--- src/rtl/slot_alloc_sched_pkg.sv ---
// Shared constants, thermometer free-count type and count helpers for the
// 16-entry slot allocation scheduler.
package slot_alloc_sched_pkg;

  localparam int N_ENTRY   = 16;
  localparam int MAX_ALLOC = 4;
  localparam int PTR_W     = 4;

  // Bit k is set when at least k slots are free.
  typedef logic [16:1] free_therm_t;

  function automatic logic [4:0] therm2bin(input free_therm_t t);
    logic [4:0] n;
    n = '0;
    for (int k = 1; k <= 16; k++) n = n + {4'd0, t[k]};
    return n;
  endfunction

endpackage

--- src/rtl/popcnt16_or_more.sv ---
// Thermometer population counter: therm_o[k] is high when vec_i has k or more bits set.
module popcnt16_or_more (
  input  logic [15:0] vec_i,
  output logic [16:1] therm_o
);

  logic [4:0] sum;

  always_comb begin
    sum = '0;
    for (int i = 0; i < 16; i++) sum = sum + {4'd0, vec_i[i]};
    therm_o = '0;
    for (int k = 1; k <= 16; k++) therm_o[k] = (sum >= 5'(k));
  end

endmodule

--- src/rtl/slot_alloc_sched_pick4.sv ---
// Combinational picker: first cnt_i free slots scanning upward from ptr_i, modulo 16.
module slot_pick4
  import slot_alloc_sched_pkg::*;
(
  input  logic [N_ENTRY-1:0] free_i,
  input  logic [PTR_W-1:0]   ptr_i,
  input  logic [2:0]         cnt_i,
  output logic [N_ENTRY-1:0] gnt_o,
  output logic [PTR_W-1:0]   first_o,
  output logic [PTR_W-1:0]   nxt_ptr_o
);

  logic [2*N_ENTRY-1:0] dbl_free;
  logic [2*N_ENTRY-1:0] dbl_gnt;
  logic [N_ENTRY-1:0]   rot_free;
  logic [N_ENTRY-1:0]   rot_gnt;
  logic [N_ENTRY-1:0]   remain;
  logic [PTR_W-1:0]     hit;
  logic [PTR_W-1:0]     first_idx;
  logic [PTR_W-1:0]     last_idx;

  function automatic logic [PTR_W-1:0] find_first(input logic [N_ENTRY-1:0] v);
    logic [PTR_W-1:0] r;
    r = '0;
    for (int i = N_ENTRY - 1; i >= 0; i--) if (v[i]) r = PTR_W'(i);
    return r;
  endfunction

  always_comb begin
    // Rotate so that bit 0 of rot_free is the slot at ptr_i.
    dbl_free  = {free_i, free_i} >> ptr_i;
    rot_free  = dbl_free[N_ENTRY-1:0];
    remain    = rot_free;
    rot_gnt   = '0;
    hit       = '0;
    first_idx = '0;
    last_idx  = '0;
    for (int s = 0; s < MAX_ALLOC; s++) begin
      hit = find_first(remain);
      if (s == 0) first_idx = hit;
      if (3'(s) < cnt_i) begin
        rot_gnt[hit] = 1'b1;
        remain[hit]  = 1'b0;
        last_idx     = hit;
      end
    end
    dbl_gnt   = {rot_gnt, rot_gnt} << ptr_i;
    gnt_o     = dbl_gnt[2*N_ENTRY-1:N_ENTRY];
    first_o   = ptr_i + first_idx;
    nxt_ptr_o = ptr_i + last_idx + PTR_W'(1);
  end

endmodule

--- src/rtl/slot_alloc_sched.sv ---
// Rotating 0..4-slot allocator over a 16-entry pool with per-cycle release mask,
// registered thermometer/binary free count and sticky double-free flag.
module slot_alloc_sched #(
  parameter int N_ENTRY   = 16,
  parameter int MAX_ALLOC = 4
) (
  input  logic        clk,
  input  logic        rst_n,
  input  logic        flush,
  input  logic        alloc_vld,
  input  logic [2:0]  alloc_cnt,
  output logic        alloc_rdy,
  output logic        gnt_vld,
  output logic [15:0] gnt_mask,
  output logic [3:0]  gnt_first,
  input  logic [15:0] rel_mask,
  output logic [4:0]  free_cnt,
  output logic        err_dbl_free
);

  import slot_alloc_sched_pkg::*;

  if (N_ENTRY != 16) begin : g_bad_n_entry
    $error("slot_alloc_sched supports only N_ENTRY = 16");
  end
  if (MAX_ALLOC < 4 || MAX_ALLOC > 16) begin : g_bad_max_alloc
    $error("slot_alloc_sched requires 4 <= MAX_ALLOC <= 16");
  end

  logic [15:0] free_q, free_d;
  logic [3:0]  ptr_q, ptr_d;
  free_therm_t therm_q, therm_d;
  logic [4:0]  cnt_q, cnt_d;
  logic        gnt_vld_q, gnt_vld_d;
  logic [15:0] gnt_mask_q, gnt_mask_d;
  logic [3:0]  gnt_first_q, gnt_first_d;
  logic        err_q, err_d;

  logic        accept;
  logic [2:0]  cnt_eff;
  logic [2:0]  grant_n;
  logic [15:0] pick_mask;
  logic [3:0]  pick_first;
  logic [3:0]  pick_nxt;
  logic [15:0] rel_new;
  free_therm_t rel_therm;
  logic [4:0]  rel_n;
  free_therm_t therm_dn;

  assign accept  = alloc_vld & therm_q[MAX_ALLOC] & ~flush;
  assign cnt_eff = (alloc_cnt > 3'd4) ? 3'd4 : alloc_cnt;
  assign grant_n = accept ? cnt_eff : 3'd0;

  slot_pick4 u_pick (
    .free_i    (free_q),
    .ptr_i     (ptr_q),
    .cnt_i     (grant_n),
    .gnt_o     (pick_mask),
    .first_o   (pick_first),
    .nxt_ptr_o (pick_nxt)
  );

  // Releases of already-free slots are excluded from the count and only flag an error.
  assign rel_new = rel_mask & ~free_q;

  popcnt16_or_more u_rel_cnt (
    .vec_i   (rel_new),
    .therm_o (rel_therm)
  );

  assign rel_n = therm2bin(rel_therm);

  always_comb begin
    free_d      = (free_q & ~pick_mask) | rel_new;
    ptr_d       = ptr_q;
    therm_dn    = therm_q >> grant_n;
    therm_d     = (therm_dn << rel_n) | ~({16{1'b1}} << rel_n);
    cnt_d       = therm2bin(therm_d);
    gnt_vld_d   = accept;
    gnt_mask_d  = accept ? pick_mask : 16'h0000;
    gnt_first_d = accept ? pick_first : gnt_first_q;
    err_d       = err_q | (|(rel_mask & free_q));
    if (accept && (grant_n != 3'd0)) ptr_d = pick_nxt;
    if (flush) begin
      free_d      = '1;
      ptr_d       = '0;
      therm_d     = '1;
      cnt_d       = 5'd16;
      gnt_vld_d   = 1'b0;
      gnt_mask_d  = '0;
      gnt_first_d = '0;
      err_d       = err_q;
    end
  end

  always_ff @(posedge clk or negedge rst_n) begin
    if (!rst_n) begin
      free_q      <= '1;
      ptr_q       <= '0;
      therm_q     <= '1;
      cnt_q       <= 5'd16;
      gnt_vld_q   <= 1'b0;
      gnt_mask_q  <= '0;
      gnt_first_q <= '0;
      err_q       <= 1'b0;
    end else begin
      free_q      <= free_d;
      ptr_q       <= ptr_d;
      therm_q     <= therm_d;
      cnt_q       <= cnt_d;
      gnt_vld_q   <= gnt_vld_d;
      gnt_mask_q  <= gnt_mask_d;
      gnt_first_q <= gnt_first_d;
      err_q       <= err_d;
    end
  end

  assign alloc_rdy    = therm_q[MAX_ALLOC];
  assign gnt_vld      = gnt_vld_q;
  assign gnt_mask     = gnt_mask_q;
  assign gnt_first    = gnt_first_q;
  assign free_cnt     = cnt_q;
  assign err_dbl_free = err_q;

`ifndef SYNTHESIS
  always_ff @(posedge clk) begin
    if (rst_n) assert ($countones(free_q) == int'(cnt_q));
  end
`endif

endmodule

--- config.mk ---
export PLATFORM = sky130hd
export DESIGN_NAME = slot_alloc_sched
export DESIGN_NICKNAME = d
export VERILOG_FILES = /design/src/rtl/slot_alloc_sched_pkg.sv /design/src/rtl/popcnt16_or_more.sv /design/src/rtl/slot_alloc_sched_pick4.sv /design/src/rtl/slot_alloc_sched.sv
export SDC_FILE = /design/constraint.sdc
export NUM_CORES = 1
export LEC_CHECK = 0
export ABC_AREA = 1
export BUFFER_PORTS_ARGS = -buffer_cell sky130_fd_sc_hd__clkbuf_2
export CAP_MARGIN = 20
export CORE_AREA = 2 2 117 119
export DETAILED_ROUTE_END_ITERATION = 6
export DIE_AREA = 0 0 119 121
export PLACE_DENSITY = 0.77
export REMOVE_ABC_BUFFERS = 1
export SLEW_MARGIN = 5
export SYNTH_ARGS = -nofsm -noshare
export SYNTH_HDL_FRONTEND = slang
export SYNTH_SLANG_ARGS = --single-unit
--- constraint.sdc ---
create_clock -name clk -period 14.85 [get_ports clk]
set_clock_uncertainty 0.1 [all_clocks]
set_input_delay 0.7425 -clock clk [delete_from_list [all_inputs] [get_ports clk]]
set_output_delay 0.7425 -clock clk [all_outputs]
set_load 0.02 [all_outputs]
==> impl_metrics.tcl, run 1 <==
set metrics [dict create \
    gp_congestion 1.04 \
    clockRootBuffer "clkbuf_16" \
    clk_pin_slew_worst_paths_ns 0.06 \
    globalRouteTotalUtil_pct 37.2 \
    grt_pass1_wl_um 42300 \
    drive_above_1_share_pct 14.3 \
    synthCells 1345 \
    mappedNetlistArea_sq_mm 0.00815 \
    synth_ff_type "dfstp_2" \
    hpwl_um 20600 \
    hold_buffers 0 \
    fin_nets 1446 \
    drcViolationCount 0 \
    final_common_cell "nand2_1" \
    synth-seq-area-share_pct 19.8 \
    worst-path-stages 41 \
    fill_cells 1211 \
    slowest_stage "dfstp_2" \
    layout_common_cells "nand2_1, nand3_1, inv_1" \
    cpPeakStageDelay_ns 0.60 \
    crit_arrival_ns 13.26 \
    area_growth_pct 7.73 \
    hold_violations 0 \
    rsz0062_at_grt "false" \
    cts_setup_buffers 0 \
    grt_overflow_total 0 \
    final_antenna_net_count 0 \
    cts_buffer_depth 2 \
    worstRegToRegCells 41 \
    grt_pass1_vias 8596 \
    core_sq_mm 0.0131 \
    wire_per_inst_um 16.6 \
    async_reset_ff_share_pct 100 \
    die_h_um 121 \
    timing.fmax_mhz 76.2 \
    worstMarginPinSlew_ns 0.791 \
    yosys_warnings 0 \
    outcome "complete, no violations" \
    hold_path_class "reg2reg" \
    period_share_pct 88.3 \
    port_buffers 50 \
    cts_made_buffers 9 \
    r2r_start "free_q[0]" \
    cp-start-kind "flip-flop" \
    post_drt_via_cell_ratio 5.86 \
    antenna_cells 0 \
    cts_max_level 3 \
    fp.dieArea_sq_mm 0.0144 \
    vias 9087 \
    grt_max_degree 64 \
    antenna_found_initial 0 \
    max_slew_margin_pct 47.3 \
    path_common_cell "fa_1" \
    cp.required_ns 14.99 \
    first_pass_iters 6 \
    hold_depth 1 \
    routed_wl_um 25800 \
    crit_family "adder cells" \
    cts_resized 0 \
    initial_utilization_pct 62.3 \
    setup_tns_ns 0 \
    end_kind "flip-flop" \
    critPathMaxFanout 20 \
    path_class "reg2reg" \
    finalMaxSlewViolations 0 \
    setup.worst_path.start "free_q[0]" \
    cts_tree "yes" \
    postSynthAreaPerCell_sq_um 6.06 \
    path_buf_inv 8 \
    io_pins 51 \
    maxCapViolCount 0 \
    fp-row-count 42 \
    clock_latency_ns 0.34 \
    ys_ff_latch 63 \
    die_x_um 119 \
    post-route-min-period_ns 13.12 \
    cts.sinks 63 \
    synth_edf_count 0 \
    setup_violations 0 \
    drt-initial-drc-count 1205 \
    post_synth_num_cell_types 57 \
    holdCritStartpoint "err_dbl_free" \
]
## state kept, by name, indices dropped and copies added, names as in the netlist
name / cells
err_dbl_free: 1
free_cnt: 5
free_q: 16
gnt_first: 4
gnt_mask: 16
gnt_vld: 1
ptr_q: 4
therm_q: 16
## synthesized netlist by cell type, types with 2 or more instances
| master | instances | share of area (%) |
|---|---|---|
| a41oi_1 | 2 | 0.21 |
| nand2_2 | 13 | 1.0 |
| xnor2_1 | 5 | 0.54 |
| a21o_1 | 3 | 0.28 |
| o21ai_0 | 65 | 4.0 |
| nand3_1 | 248 | 15 |
| buf_1 | 5 | 0.23 |
| o21ai_2 | 6 | 0.64 |
| or2_2 | 4 | 0.31 |
| o21ai_1 | 11 | 0.68 |
| a221oi_1 | 5 | 0.54 |
| nor2_2 | 11 | 0.84 |
| nand2_1 | 432 | 20 |
| inv_2 | 36 | 1.7 |
| o31ai_1 | 3 | 0.28 |
| clkbuf_1 | 22 | 1.0 |
| a21oi_1 | 27 | 1.7 |
| buf_4 | 2 | 0.18 |
| dfrtp_1 | 30 | 9.2 |
| nor3_1 | 6 | 0.37 |
| o21a_1 | 2 | 0.18 |
| clkinv_1 | 7 | 0.32 |
| nand2_4 | 2 | 0.28 |
| inv_1 | 138 | 6.4 |
| buf_2 | 14 | 0.86 |
| nor3_2 | 8 | 0.98 |
| mux2i_1 | 5 | 0.61 |
| o211ai_1 | 6 | 0.55 |
| xor2_1 | 5 | 0.54 |
| ha_1 | 21 | 3.2 |
| nor2_4 | 3 | 0.41 |
| dfstp_2 | 33 | 11 |
| nor2_1 | 81 | 3.7 |
| o22ai_1 | 7 | 0.54 |
| o21bai_1 | 2 | 0.18 |
| o221ai_1 | 3 | 0.32 |
| a31oi_1 | 5 | 0.38 |
| nand4_1 | 15 | 1.2 |
| fa_1 | 31 | 7.6 |
| a22o_1 | 4 | 0.43 |
## final timing paths
check,to,slack [ns]
hold / removal,err_dbl_free,0.38
min in group asynchronous,gnt_mask[12],0.45
setup reg to reg,free_cnt[4],1.73
setup / recovery,free_cnt[4],1.73
max in group asynchronous,gnt_mask[15],13.66
hold reg to reg,err_dbl_free,0.38
## layout make-up
type | instances | area, sq um | area share (%)
Clock buffer | 10 | 239 | 2.72
Clock inverter | 6 | 43.8 | 0.499
Timing Repair Buffer | 59 | 325 | 3.70
Multi-Input combinational cell | 1056 | 5650 | 64.3
Inverter | 182 | 686 | 7.81
Sequential cell | 63 | 1620 | 18.4
Tap cell | 176 | 220 | 2.51
## worst register-to-register path, delay by kind of cell, from the launching register on
family / cells / cell delay, ns
buffers and inverters: 8 / 1.36
and+or+nand+nor: 7 / 1.26
adders and majority gates: 18 / 7.85
AOI/OAI and AO/OA: 8 / 1.84
DFF: 1 / 0.60
## kinds of logic (layout without fill, tap and decap cells)
family          Yosys count  in the layout  synth area share, %
flops                    63             63                 19.8
simple gates            828            828                 44.7
buf+inv                 226            257                 10.8
xor+xnor                 10             10                 1.07
compound gates          161            161                 12.1
fa+ha+maj                52             52                 10.8
mux                       5              5                0.614
## metrics by stage
stage / cells / util, % / setup slack [ns] / hold WS, ns / area (sq um)
2_1_floorplan: 1301 / - / 2.36 / 0.347 / 7960
3_3_place_gp: 1535 / 64.9 / 1.94 / 0.366 / 8490
6_report: 1552 / 67.1 / 1.73 / 0.381 / 8780
3_5_place_dp: 1535 / 64.9 / 1.71 / 0.374 / 8490
4_1_cts: 1551 / 67.0 / 1.79 / 0.387 / 8770
5_1_grt: 1552 / 67.1 / 0.827 / 0.414 / 8780
## layer usage
metal	vias up	wire, um	GRT usage [%]
met5	-	0	0
met4	0	868	14.4
met3	69	2470	7.85
met2	455	11400	57.4
met1	4121	11000	51.1
li1	4442	-	-
Power of run 1 is left out: the tool's default activity adds up to more than one toggle a clock period on the data nets, which glitch-free logic cannot reach.
==> inputs of run 2 (changes only) <==
--- a/config.mk
+++ b/config.mk
@@ -8,10 +8,10 @@
 export ABC_AREA = 1
 export BUFFER_PORTS_ARGS = -buffer_cell sky130_fd_sc_hd__clkbuf_2
 export CAP_MARGIN = 20
-export CORE_AREA = 2 2 117 119
+export CORE_AREA = 2 2 123 113
 export DETAILED_ROUTE_END_ITERATION = 6
-export DIE_AREA = 0 0 119 121
-export PLACE_DENSITY = 0.77
+export DIE_AREA = 0 0 125 115
+export PLACE_DENSITY = 0.78
 export REMOVE_ABC_BUFFERS = 1
 export SLEW_MARGIN = 5
 export SYNTH_ARGS = -nofsm -noshare
==> impl_metrics.tcl, run 2 (synthesis results as in run 1) <==
set metrics [dict create \
    port_buffers 50 \
    cpPeakStageDelay_ns 0.60 \
    setup_tns_ns 0 \
    critPathMaxFanout 20 \
    rsz0062_at_grt "false" \
    hold_path_class "reg2reg" \
    drt-initial-drc-count 982 \
    setup_violations 0 \
    gp_congestion 1.02 \
    globalRouteTotalUtil_pct 36.8 \
    cts_buffer_depth 2 \
    cp-start-kind "flip-flop" \
    final_common_cell "nand2_1" \
    initial_utilization_pct 62.2 \
    antenna_cells 0 \
    clock_latency_ns 0.35 \
    cts_resized 0 \
    io_pins 51 \
    cts_max_level 3 \
    hold_buffers 0 \
    final_antenna_net_count 0 \
    grt_pass1_wl_um 42100 \
    grt_max_degree 64 \
    core_sq_mm 0.0131 \
    post_drt_via_cell_ratio 5.94 \
    grt_pass1_vias 8435 \
    max_slew_margin_pct 33.8 \
    wire_per_inst_um 17.0 \
    grt_overflow_total 0 \
    end_kind "flip-flop" \
    antenna_found_initial 0 \
    finalMaxSlewViolations 0 \
    regToRegSetupSlack_ns 1.64 \
    area_growth_pct 8.26 \
    endpoint "free_cnt[4]" \
    clockRootBuffer "clkbuf_16" \
    drive_above_1_share_pct 14.3 \
    setup.worst_path.start "free_q[1]" \
    hold_violations 0 \
    path_class "reg2reg" \
    multiInputGateArea_sq_mm 0.00565 \
    crit_arrival_ns 13.36 \
    hpwl_um 20900 \
    violations "DRC" \
    first_pass_iters 7 \
    cts_tree "yes" \
    r2r_start "free_q[1]" \
    worstRegToRegCells 41 \
    routed_wl_um 26200 \
    slowest_stage "dfstp_2" \
    fill_cells 1205 \
    layout_common_cells "nand2_1, nand3_1, inv_1" \
    cp.required_ns 15.00 \
    fin_nets 1445 \
    fp-row-count 40 \
    timing.fmax_mhz 75.7 \
    vias 9171 \
    reg2reg_to "free_cnt[4]" \
    seq_area_sq_mm 0.00162 \
    cts.sinks 63 \
    drcViolationCount 4 \
    maxCapViolCount 0 \
    die_h_um 115 \
    path_common_cell "fa_1" \
    die_x_um 125 \
    clk_pin_slew_worst_paths_ns 0.05 \
    period_share_pct 88.9 \
    fp.dieArea_sq_mm 0.0144 \
    worstMarginPinSlew_ns 0.993 \
    outcome "finished, violations left" \
    post-route-min-period_ns 13.21 \
    cts_made_buffers 9 \
    cts_setup_buffers 0 \
]
[run 2: cell types whose count changed in the layout (fill, tap and decap cells not counted), sizes merged]
cell and change:
clkinvlp -1, inv -1, bufinv +2, buf -1
[run 2: metrics by stage]
stage	utilization [%]	worst slack, ns	cell area [sq um]	hold WS (ns)	instances
after floorplan	-	2.36	7960	0.347	1301
after global placement	64.6	1.98	8470	0.358	1526
after detailed placement	64.6	1.63	8470	0.370	1526
after CTS	67.1	1.75	8800	0.383	1542
after global routing	67.3	0.848	8830	0.422	1543
final	67.3	1.64	8830	0.383	1543
[run 2: area by class of cell]
type	instances	area share, %
flip-flops and latches	63	18.3
repair buffers	58	3.74
multi-input cells	1056	64.0
well taps	168	2.38
clock inverters	6	1.03
inverters	182	7.77
clock buffers	10	2.71
[run 2: how the worst min path moves through the flow]
stage            startpoint           end  slack, ns  cells past startpoint
3_3_place_gp   err_dbl_free  err_dbl_free       0.36                      1
3_5_place_dp   err_dbl_free  err_dbl_free       0.37                      1
4_1_cts        err_dbl_free  err_dbl_free       0.38                      1
6_report       err_dbl_free  err_dbl_free       0.38                      1
2_1_floorplan         rst_n  err_dbl_free       0.35                      0
5_1_grt        err_dbl_free  err_dbl_free       0.42                      1
[run 2: per-layer routing]
| layer | vias to the layer above | global-route usage [%] | wire length [um] |
|---|---|---|---|
| met3 | 70 | 9.03 | 2760 |
| met5 | - | 0 | 0 |
| met2 | 471 | 56.6 | 11600 |
| met1 | 4190 | 51.3 | 11100 |
| met4 | 0 | 12.4 | 813 |
| li1 | 4440 | - | - |
[run 2: worst max-delay path: cells and delay by family (launching register included)]
kind            cells  cell delay [ns]
compound gates      8             1.93
simple gates        7             1.26
buf+inv             8             1.35
flops               1             0.60
fa+ha+maj          18             7.84
Power of run 2 is left out for the same reason.
